### src/rtl/multi_cycle_alu.sv
// -----------------------------------------------------------------------------
// multi_cycle_alu
//
// This is a small ALU that takes several clock cycles per operation. It
// supports and, or, add, sub, slt and nor, and each of these finishes in two
// cycles. It also supports sll, which is done with a bit-serial shifter that
// moves the value left by one bit per cycle.
//
// A four-state FSM (IDLE, EXEC, SHIFT, DONE) controls the block. The operands
// are captured when start is accepted, so later changes on the inputs do not
// affect the operation in progress. The result and flag outputs are registered
// and keep their value until the next operation completes.
//
// Ports:
//   clk         rising-edge clock
//   rst_n       synchronous active-low reset
//   start       operation request, only looked at in IDLE
//   Op          4-bit operation code (ALUControl encoding)
//   A, B        32-bit operands; B is the value shifted by sll
//   ShiftCount  5-bit shift amount for sll
//   busy        high in every state except IDLE
//   done        one-cycle completion pulse (DONE state)
//   Result      registered 32-bit result
//   Zero        high when Result is zero
//   Overflow    signed overflow of add/sub
//   Illegal     the completed Op was not a supported code
// -----------------------------------------------------------------------------
module multi_cycle_alu (
    input  logic        clk,
    input  logic        rst_n,
    input  logic        start,
    input  logic [3:0]  Op,
    input  logic [31:0] A,
    input  logic [31:0] B,
    input  logic [4:0]  ShiftCount,
    output logic        busy,
    output logic        done,
    output logic [31:0] Result,
    output logic        Zero,
    output logic        Overflow,
    output logic        Illegal
);

    localparam logic [3:0] OP_AND = 4'b0000;
    localparam logic [3:0] OP_OR  = 4'b0001;
    localparam logic [3:0] OP_ADD = 4'b0010;
    localparam logic [3:0] OP_SUB = 4'b0110;
    localparam logic [3:0] OP_SLT = 4'b0111;
    localparam logic [3:0] OP_NOR = 4'b1100;
    localparam logic [3:0] OP_SLL = 4'b1110;

    typedef enum logic [1:0] {
        IDLE  = 2'd0,
        EXEC  = 2'd1,
        SHIFT = 2'd2,
        DONE  = 2'd3
    } state_t;

    state_t      state;

    // Operands captured when start is accepted.
    logic [3:0]  op_q;
    logic [31:0] a_q;
    logic [31:0] b_q;
    logic [4:0]  sc_q;

    // Bit-serial shifter: the working value and the number of shifts still to do.
    logic [31:0] shift_q;
    logic [4:0]  count_q;

    logic [31:0] shifted;
    logic [31:0] sum;
    logic [31:0] diff;
    logic [31:0] alu_result;
    logic        alu_ovf;
    logic        alu_illegal;

    assign shifted = {shift_q[30:0], 1'b0};
    assign sum     = a_q + b_q;
    assign diff    = a_q - b_q;

    // Result of every single-step operation. sll only goes through this path
    // when ShiftCount is zero, and in that case the result is just B.
    always_comb begin
        // NOTE: every output of this block gets a default value first. This
        // way no path leaves a signal unassigned, so no latch is inferred.
        alu_result  = '0;
        alu_ovf     = 1'b0;
        alu_illegal = 1'b0;
        unique case (op_q)
            OP_AND: alu_result = a_q & b_q;
            OP_OR:  alu_result = a_q | b_q;
            OP_ADD: begin
                alu_result = sum;
                // Operands have the same sign, but the sum has a different sign.
                alu_ovf    = (a_q[31] == b_q[31]) && (sum[31] != a_q[31]);
            end
            OP_SUB: begin
                alu_result = diff;
                // Operands have different signs, and the result takes the sign of B.
                alu_ovf    = (a_q[31] != b_q[31]) && (diff[31] != a_q[31]);
            end
            OP_SLT: alu_result = ($signed(a_q) < $signed(b_q)) ? 32'd1 : 32'd0;
            OP_NOR: alu_result = ~(a_q | b_q);
            OP_SLL: alu_result = b_q;
            default: alu_illegal = 1'b1;
        endcase
    end

    always_ff @(posedge clk) begin
        if (!rst_n) begin
            // NOTE: the operand and shifter registers are also cleared on reset.
            // A reset in the middle of an operation then leaves nothing behind
            // that could be written to Result later.
            state    <= IDLE;
            busy     <= 1'b0;
            done     <= 1'b0;
            Result   <= '0;
            Zero     <= 1'b1;
            Overflow <= 1'b0;
            Illegal  <= 1'b0;
            op_q     <= '0;
            a_q      <= '0;
            b_q      <= '0;
            sc_q     <= '0;
            shift_q  <= '0;
            count_q  <= '0;
        end else begin
            // NOTE: all state here uses non-blocking assignment. Every register
            // then sees the values from before the edge, no matter in which
            // order the statements are written.
            unique case (state)
                IDLE: begin
                    if (start) begin
                        op_q  <= Op;
                        a_q   <= A;
                        b_q   <= B;
                        sc_q  <= ShiftCount;
                        busy  <= 1'b1;
                        state <= EXEC;
                    end
                end

                EXEC: begin
                    if (op_q == OP_SLL && sc_q != 5'd0) begin
                        shift_q <= b_q;
                        count_q <= sc_q;
                        state   <= SHIFT;
                    end else begin
                        Result   <= alu_result;
                        Zero     <= ~|alu_result;
                        Overflow <= alu_ovf;
                        Illegal  <= alu_illegal;
                        done     <= 1'b1;
                        state    <= DONE;
                    end
                end

                SHIFT: begin
                    shift_q <= shifted;
                    count_q <= count_q - 5'd1;
                    // The last shift happens on this edge, so the shifted value
                    // goes straight to Result.
                    if (count_q == 5'd1) begin
                        Result   <= shifted;
                        Zero     <= ~|shifted;
                        Overflow <= 1'b0;
                        Illegal  <= 1'b0;
                        done     <= 1'b1;
                        state    <= DONE;
                    end
                end

                DONE: begin
                    done  <= 1'b0;
                    busy  <= 1'b0;
                    state <= IDLE;
                end

                default: begin
                    done  <= 1'b0;
                    busy  <= 1'b0;
                    state <= IDLE;
                end
            endcase
        end
    end

endmodule

### config.mk
export PLATFORM = sky130hd
export DESIGN_NAME = multi_cycle_alu
export DESIGN_NICKNAME = d
export VERILOG_FILES = /design/src/rtl/multi_cycle_alu.sv
export SDC_FILE = /design/constraint.sdc
export NUM_CORES = 1
export LEC_CHECK = 0
export BUFFER_PORTS_ARGS = -buffer_cell sky130_fd_sc_hd__buf_2
export CAP_MARGIN = 0
export CORE_MARGIN = 2
export CORE_UTILIZATION = 50
export DETAILED_ROUTE_END_ITERATION = 10
export GPL_TIMING_DRIVEN = 1
export PLACE_DENSITY = 0.8
export SLEW_MARGIN = 40
export SYNTH_ARGS = -nofsm -noshare
export SYNTH_HDL_FRONTEND = slang
export SYNTH_SLANG_ARGS = --single-unit
### constraint.sdc
create_clock -name clk -period 3.5 [get_ports clk]
set_input_delay 0.35 -clock clk [delete_from_list [all_inputs] [get_ports clk]]
set_output_delay 0.35 -clock clk [all_outputs]
set_load 0.05 [all_outputs]
# ---- After elaboration in Yosys (flattened, before gate mapping)
# Cells that the tools add are included.
dict set report classes {
  muxes 28
  n_reduce_logical 20
  n_bitwise 3
  n_eq_ne 18
  order_cmp 1
  n_addsub 3
}
# operator n
set ops {}
lappend ops {{$pmux W32 S7} 1}
lappend ops {{$mux W32} 2}
lappend ops {{$pmux W32 S2} 1}
lappend ops {{$pmux W31 S2} 1}
lappend ops {{$add A32 B32 Y32} 1}
lappend ops {{$and A32 B32 Y32} 1}
lappend ops {{$lt A32 B32 Y1} 1}
lappend ops {{$not A32 Y32} 1}
lappend ops {{$or A32 B32 Y32} 1}
lappend ops {{$reduce_or A32 Y1} 1}
lappend ops {{$sub A32 B32 Y32} 1}
lappend ops {{$mux W31} 1}
lappend ops {{$reduce_or A31 Y1} 1}
lappend ops {{$mux W1} 11}
lappend ops {{$pmux W1 S2} 5}
lappend ops {{$pmux W5 S2} 1}
lappend ops {{$eq A4 B3 Y1 const B} 2}
lappend ops {{$eq A4 B4 Y1 const B} 2}
lappend ops {{$ne A2 B2 Y1 const B} 4}
lappend ops {{$pmux W2 S4} 1}
lappend ops {{$reduce_and A2 Y1} 4}
lappend ops {{$reduce_or A7 Y1} 1}
lappend ops {{$reduce_and A3 Y1} 2}
lappend ops {{$eq A5 B1 Y1 const B} 1}
lappend ops {{17 further kinds} 25}
dict set report totals {
  reg_bits 148
}

# ---- Longest topological paths before layout
dict set report logic_depth {
  ltp_word 7
  mapped_depth 15
  mapped_depth_nobuf 15
}

# ---- Least setup slack after synthesis
# OpenSTA, ideal clock, no wires.
dict set report synth_path {
  kind {reg-to-reg}
  from {reg b_q[10]}
  to {reg Zero}
  t_arrival_ps 3208
  required_ps 3404
  path_slack_ps 196
  synth_period_minus_slack_ps 3304
  path_stages_with_launch 14
  cell_sequence {dfxtp_1 > inv_1 > ha_1 > or4_4 > nor4_2 > o21ai_1 > o211a_2 > a2111oi_4 > o41a_1 > a32oi_1 > a2111o_1 > nor4_2 > nand4b_1 > o41ai_2}
}
dict set report synth_between {
  elab_chain_cells 7
}
# item line
set synth_lines {}
lappend synth_lines {{from (decl)} 64} ;# logic [31:0] b_q;
lappend synth_lines {{from (signal assigned)} 124} ;# b_q <= '0;
lappend synth_lines {{from (signal assigned)} 137} ;# b_q <= B;
lappend synth_lines {{$lt A32 B32 Y1 / $or A32 B32 Y32 (equally long branches)} {103, 92, 104}}
lappend synth_lines {{$mux W1 / $not A32 Y32 (equally long branches)} {103, 104}}
lappend synth_lines {{$pmux W32 S7 (*)} 90} ;# unique case (op_q)
lappend synth_lines {{$reduce_or A32 Y1 (*)} 151} ;# Zero <= ~|alu_result;
lappend synth_lines {{$logic_not A1 Y1 (*)} 151}
lappend synth_lines {{$mux W1 (*)} 145} ;# if (op_q == OP_SLL && sc_q != 5'd0) begin
lappend synth_lines {{$pmux W1 S2 (*)} 132} ;# unique case (state)
lappend synth_lines {{to (signal assigned)} 151}
lappend synth_lines {{to (signal assigned)} 166} ;# Zero <= ~|shifted;
lappend synth_lines {{to (decl)} 39} ;# output logic Zero,
# Every way passes the cells marked *; elsewhere a longest branch is shown, timed or not. The select of a mux whose other input is x is not followed.
# A chain may end at the register's enable or synchronous reset.

# ---- Final worst setup path
dict set report layout_path {
  from {reg b_q[1]}
  to {reg Zero}
}
# The elaborated chain is that of the path after synthesis.

==> results.json <==
{
  "worstSetupStartpointType": "flip-flop",
  "diodes": 0,
  "dieHeight_um": 160,
  "reg2reg_slack_ns": -0.08,
  "yosys_warnings": 0,
  "r2r-start": "b_q[1]$_SDFFE_PN0P_",
  "rr_worst_depth": 13,
  "grt_pass1_wl_um": 74200,
  "ir_drop_v": 0.000403,
  "path_depth": 13,
  "outcome": "complete, but fails checks",
  "synth_compound_area_frac": 0.330,
  "crit_chain": "inv_2 > ha_1 > o21ba_2 > nor4_4 > o21ai_1 > o21ai_1 > a2111oi_0 > or3_1 > nor4_4 > nand4_1 > nor4_2 > nand4b_1 > o41ai_2",
  "overflow": 0,
  "dp.cells": 2247,
  "dieArea_um2": 25700,
  "synth_xor_area_frac": 0.00430,
  "cp_max_fo": 5,
  "async_flop_share": 0,
  "yosys.area_share.simple": 0.234,
  "endpoint_kind": "flip-flop",
  "cts-root-buf": "clkbuf_16",
  "insertion_delay_ns": 0.45,
  "rsz0062_at_grt": "true",
  "setup_viol": 1,
  "synth_ff_type": "dfxtp_1",
  "fin_ws_ns": -0.0835,
  "drive_gt1_frac": 0.262,
  "drc": 0,
  "die_w_um": 160,
  "critPathBufInv": 1,
  "slew_violations": 0,
  "synth.mux.area_fraction": 0.00594,
  "ys_seq_area_frac": 0.242,
  "antenna_found_initial": 1,
  "worstHoldPathType": "input port to flip-flop",
  "fin_skew_ns": 0.0169,
  "hold_viol_final": 0,
  "syn_area_per_cell_um2": 7.31,
  "crit_path_start": "b_q[1]$_SDFFE_PN0P_",
  "core_um2": 24200,
  "ys_types": 91,
  "path_clk_slew_ns": 0.08,
  "wire_per_inst_um": 20.8,
  "max_stage_delay_ns": 0.48,
  "cts-buffers-inserted": 17,
  "endpoint": "Zero$_SDFFE_PN1P_",
  "required_ns": 3.85,
  "critPathSlowestCell": "or3_1",
  "place.gp.congestion": 1.00,
  "arrival_ns": 3.93,
  "num_rows": 57,
  "crit_family": "simple AND/OR/NAND/NOR gates",
  "timing.fmax_mhz": 279,
  "synth-edff-count": 0,
  "initial_core_util": 0.506,
  "numPortBuffers": 112,
  "maxCapViolations": 0,
  "cts_tree": "yes",
  "synth.cell_area_um2": 12200,
  "final_cells": 2286,
  "dr_total_vias": 14000,
  "r2r_end": "Zero$_SDFFE_PN1P_",
  "place_hpwl_um": 36200,
  "final_core_util": 0.653,
  "fin_crit_sh": 1.02,
  "min_period_ns": 3.58,
  "maxSlewHeadroom": 0.514,
  "grt_pass1_vias": 13700,
  "drt_iter0_drc": 1475,
  "io_pins": 113,
  "worst_pin_slew_ns": 0.723,
  "cts_buffer_depth": 2,
  "n_fill_cell": 2098,
  "dr.pass1.iters": 5,
  "failed_checks": "setup timing",
  "cts.sinks": 148,
  "synth_seq_cells": 148,
  "nNetsFinal": 2134,
  "grt_max_degree": 61,
  "postRouteAntennaNets": 0,
  "track_usage": 0.366,
  "yosys.area_share.adder": 0.113,
  "p_leak_uw": 0.00652,
  "syn_inst": 1671,
  "via_per_inst": 6.14,
  "synthesis.nets": 1856,
  "wl_um": 47600,
  "area_delta_synth_final_pct": 29.1,
  "power_density_nw_per_um2": 788,
  "synth_top_family_by_area": "compound AO/OA/AOI/OAI gates",
  "h-tree-depth": 4,
  "critical_path_class": "flip-flop to flip-flop"
}
==> state kept, by name (all words and copies together) (netlist names) <==
name,flops
a_q,32
done,1
busy,1
Zero,1
shift_q,31
op_q,4
sc_q,5
b_q,32
count_q,5
Result,32
state,2
Illegal,1
Overflow,1
==> cell usage after synthesis, drive strengths merged, types with 11 or more instances <==
| library cell | instances | share of area |
|---|---|---|
| nand2 | 282 | 0.087 |
| dfxtp | 148 | 0.24 |
| nor2 | 134 | 0.041 |
| a21oi | 114 | 0.047 |
| ha | 107 | 0.11 |
| inv | 94 | 0.029 |
| clkbuf | 91 | 0.028 |
| o21ai | 85 | 0.035 |
| a21boi | 57 | 0.035 |
| o211ai | 49 | 0.030 |
| buf | 30 | 0.013 |
| a31oi | 29 | 0.016 |
| nand3 | 27 | 0.011 |
| a22oi | 24 | 0.015 |
| nor4 | 24 | 0.015 |
| nor2b | 23 | 0.012 |
| nor3 | 23 | 0.0094 |
| o21a | 23 | 0.014 |
| a21o | 21 | 0.013 |
| nand4 | 20 | 0.010 |
| o31ai | 19 | 0.012 |
| o221ai | 16 | 0.011 |
| a211oi | 14 | 0.0090 |
| a221oi | 13 | 0.0093 |
| and2 | 13 | 0.0067 |
| nand2b | 13 | 0.0073 |
| o21bai | 13 | 0.0083 |
| a2111oi | 11 | 0.011 |
==> through the flow <==
stage	hold slack, ns	TNS, ns	area (um^2)	worst slack, ns	power (uW)
after floorplan	0.444	0	12200	0.196	6960
after global placement	0.459	-0.370	14700	-0.370	9690
after detailed placement	0.464	-0.638	14700	-0.476	9830
after CTS	0.128	0	15500	0.00157	12000
after global routing	0.129	-0.429	15800	-0.226	13200
final	0.133	-0.0835	15800	-0.0835	12400
==> cells in the final DEF (no fill, tap or decap), types with 11 or more instances in the layout <==
cell type	instances
a21boi_0	56
a21o_1	21
a21oi_1	107
a221oi_1	11
a22oi_1	24
a31oi_1	23
and2_1	11
buf_2	112
buf_4	264
clkbuf_16	17
dfxtp_1	147
ha_1	98
inv_1	90
nand2_1	281
nand2b_1	12
nand3_1	27
nand4_1	20
nor2_1	130
nor2b_1	22
nor3_1	23
nor4_1	17
o211ai_1	49
o21a_1	23
o21ai_0	70
o21ai_1	12
o21bai_1	12
o221ai_1	16
o31ai_1	17
==> metal layers <==
metal  GRT usage  share of wire  up-vias
met5           0        0.00025        -
met4       0.249          0.076        2
met3      0.0498          0.066      170
met2       0.617           0.47      698
met1       0.435           0.39     6564
li1            -              -     6602
==> worst min path at each step <==
stage                            startpoint                 endpoint  slack [ns]  cells past startpoint
global route                  ShiftCount[0]     sc_q[0]$_SDFFE_PN0P_        0.13                      3
floorplan              sc_q[3]$_SDFFE_PN0P_     sc_q[3]$_SDFFE_PN0P_        0.44                      2
detailed placement      b_q[6]$_SDFFE_PN0P_      b_q[6]$_SDFFE_PN0P_        0.46                      2
global placement    count_q[1]$_SDFFE_PN0P_  count_q[1]$_SDFFE_PN0P_        0.46                      2
finish                        ShiftCount[0]     sc_q[0]$_SDFFE_PN0P_        0.13                      3
CTS                           ShiftCount[0]     sc_q[0]$_SDFFE_PN0P_        0.13                      3
==> cell type report <==
type,count,area (um^2),area share
Sequential cell,148,2960,0.188
Timing Repair Buffer,380,2620,0.166
Multi-Input combinational cell,1306,8850,0.561
Clock inverter,14,160,0.0101
Clock buffer,18,429,0.0272
Tap cell,324,405,0.0257
Inverter,96,360,0.0228
==> report_power, final <==
group	total [uW]	internal [uW]	switching (uW)
Clock	1950	1020	932
Sequential	2450	2110	344
Combinational	8030	3180	4860
Total	12400	6300	6130
==> cell families after synthesis <==
group                    count (synthesis)
buffers and inverters                  217
adder cells (fa/ha/maj)                109
flip-flops                             148
XOR/XNOR                                 6
AO/OA/AOI/OAI                          570
multiplexers                             7
AND/OR/NAND/NOR                        614
==> timing repair <==
| item | 4_1_cts | 5_1_grt |
|---|---|---|
| pin swaps | 16 | 19 |
| setup endpoints to repair | 4 | 8 |
| gates resized for setup | 29 | 47 |
| setup buffers | 3 | 3 |
| endpoints found under the hold margin | 0 | 0 |
| hold buffers | 0 | 0 |
==> worst reg2reg max path: cells and delay by family, from the launching register on <==
family                     cells  cell delay [ns]
and+or+nand+nor                6             1.80
AOI/OAI and AO/OA              5             0.94
DFF                            1             0.36
buffers and inverters          1             0.09
adders and majority gates      1             0.31
(Power assumes the default switching activity.)
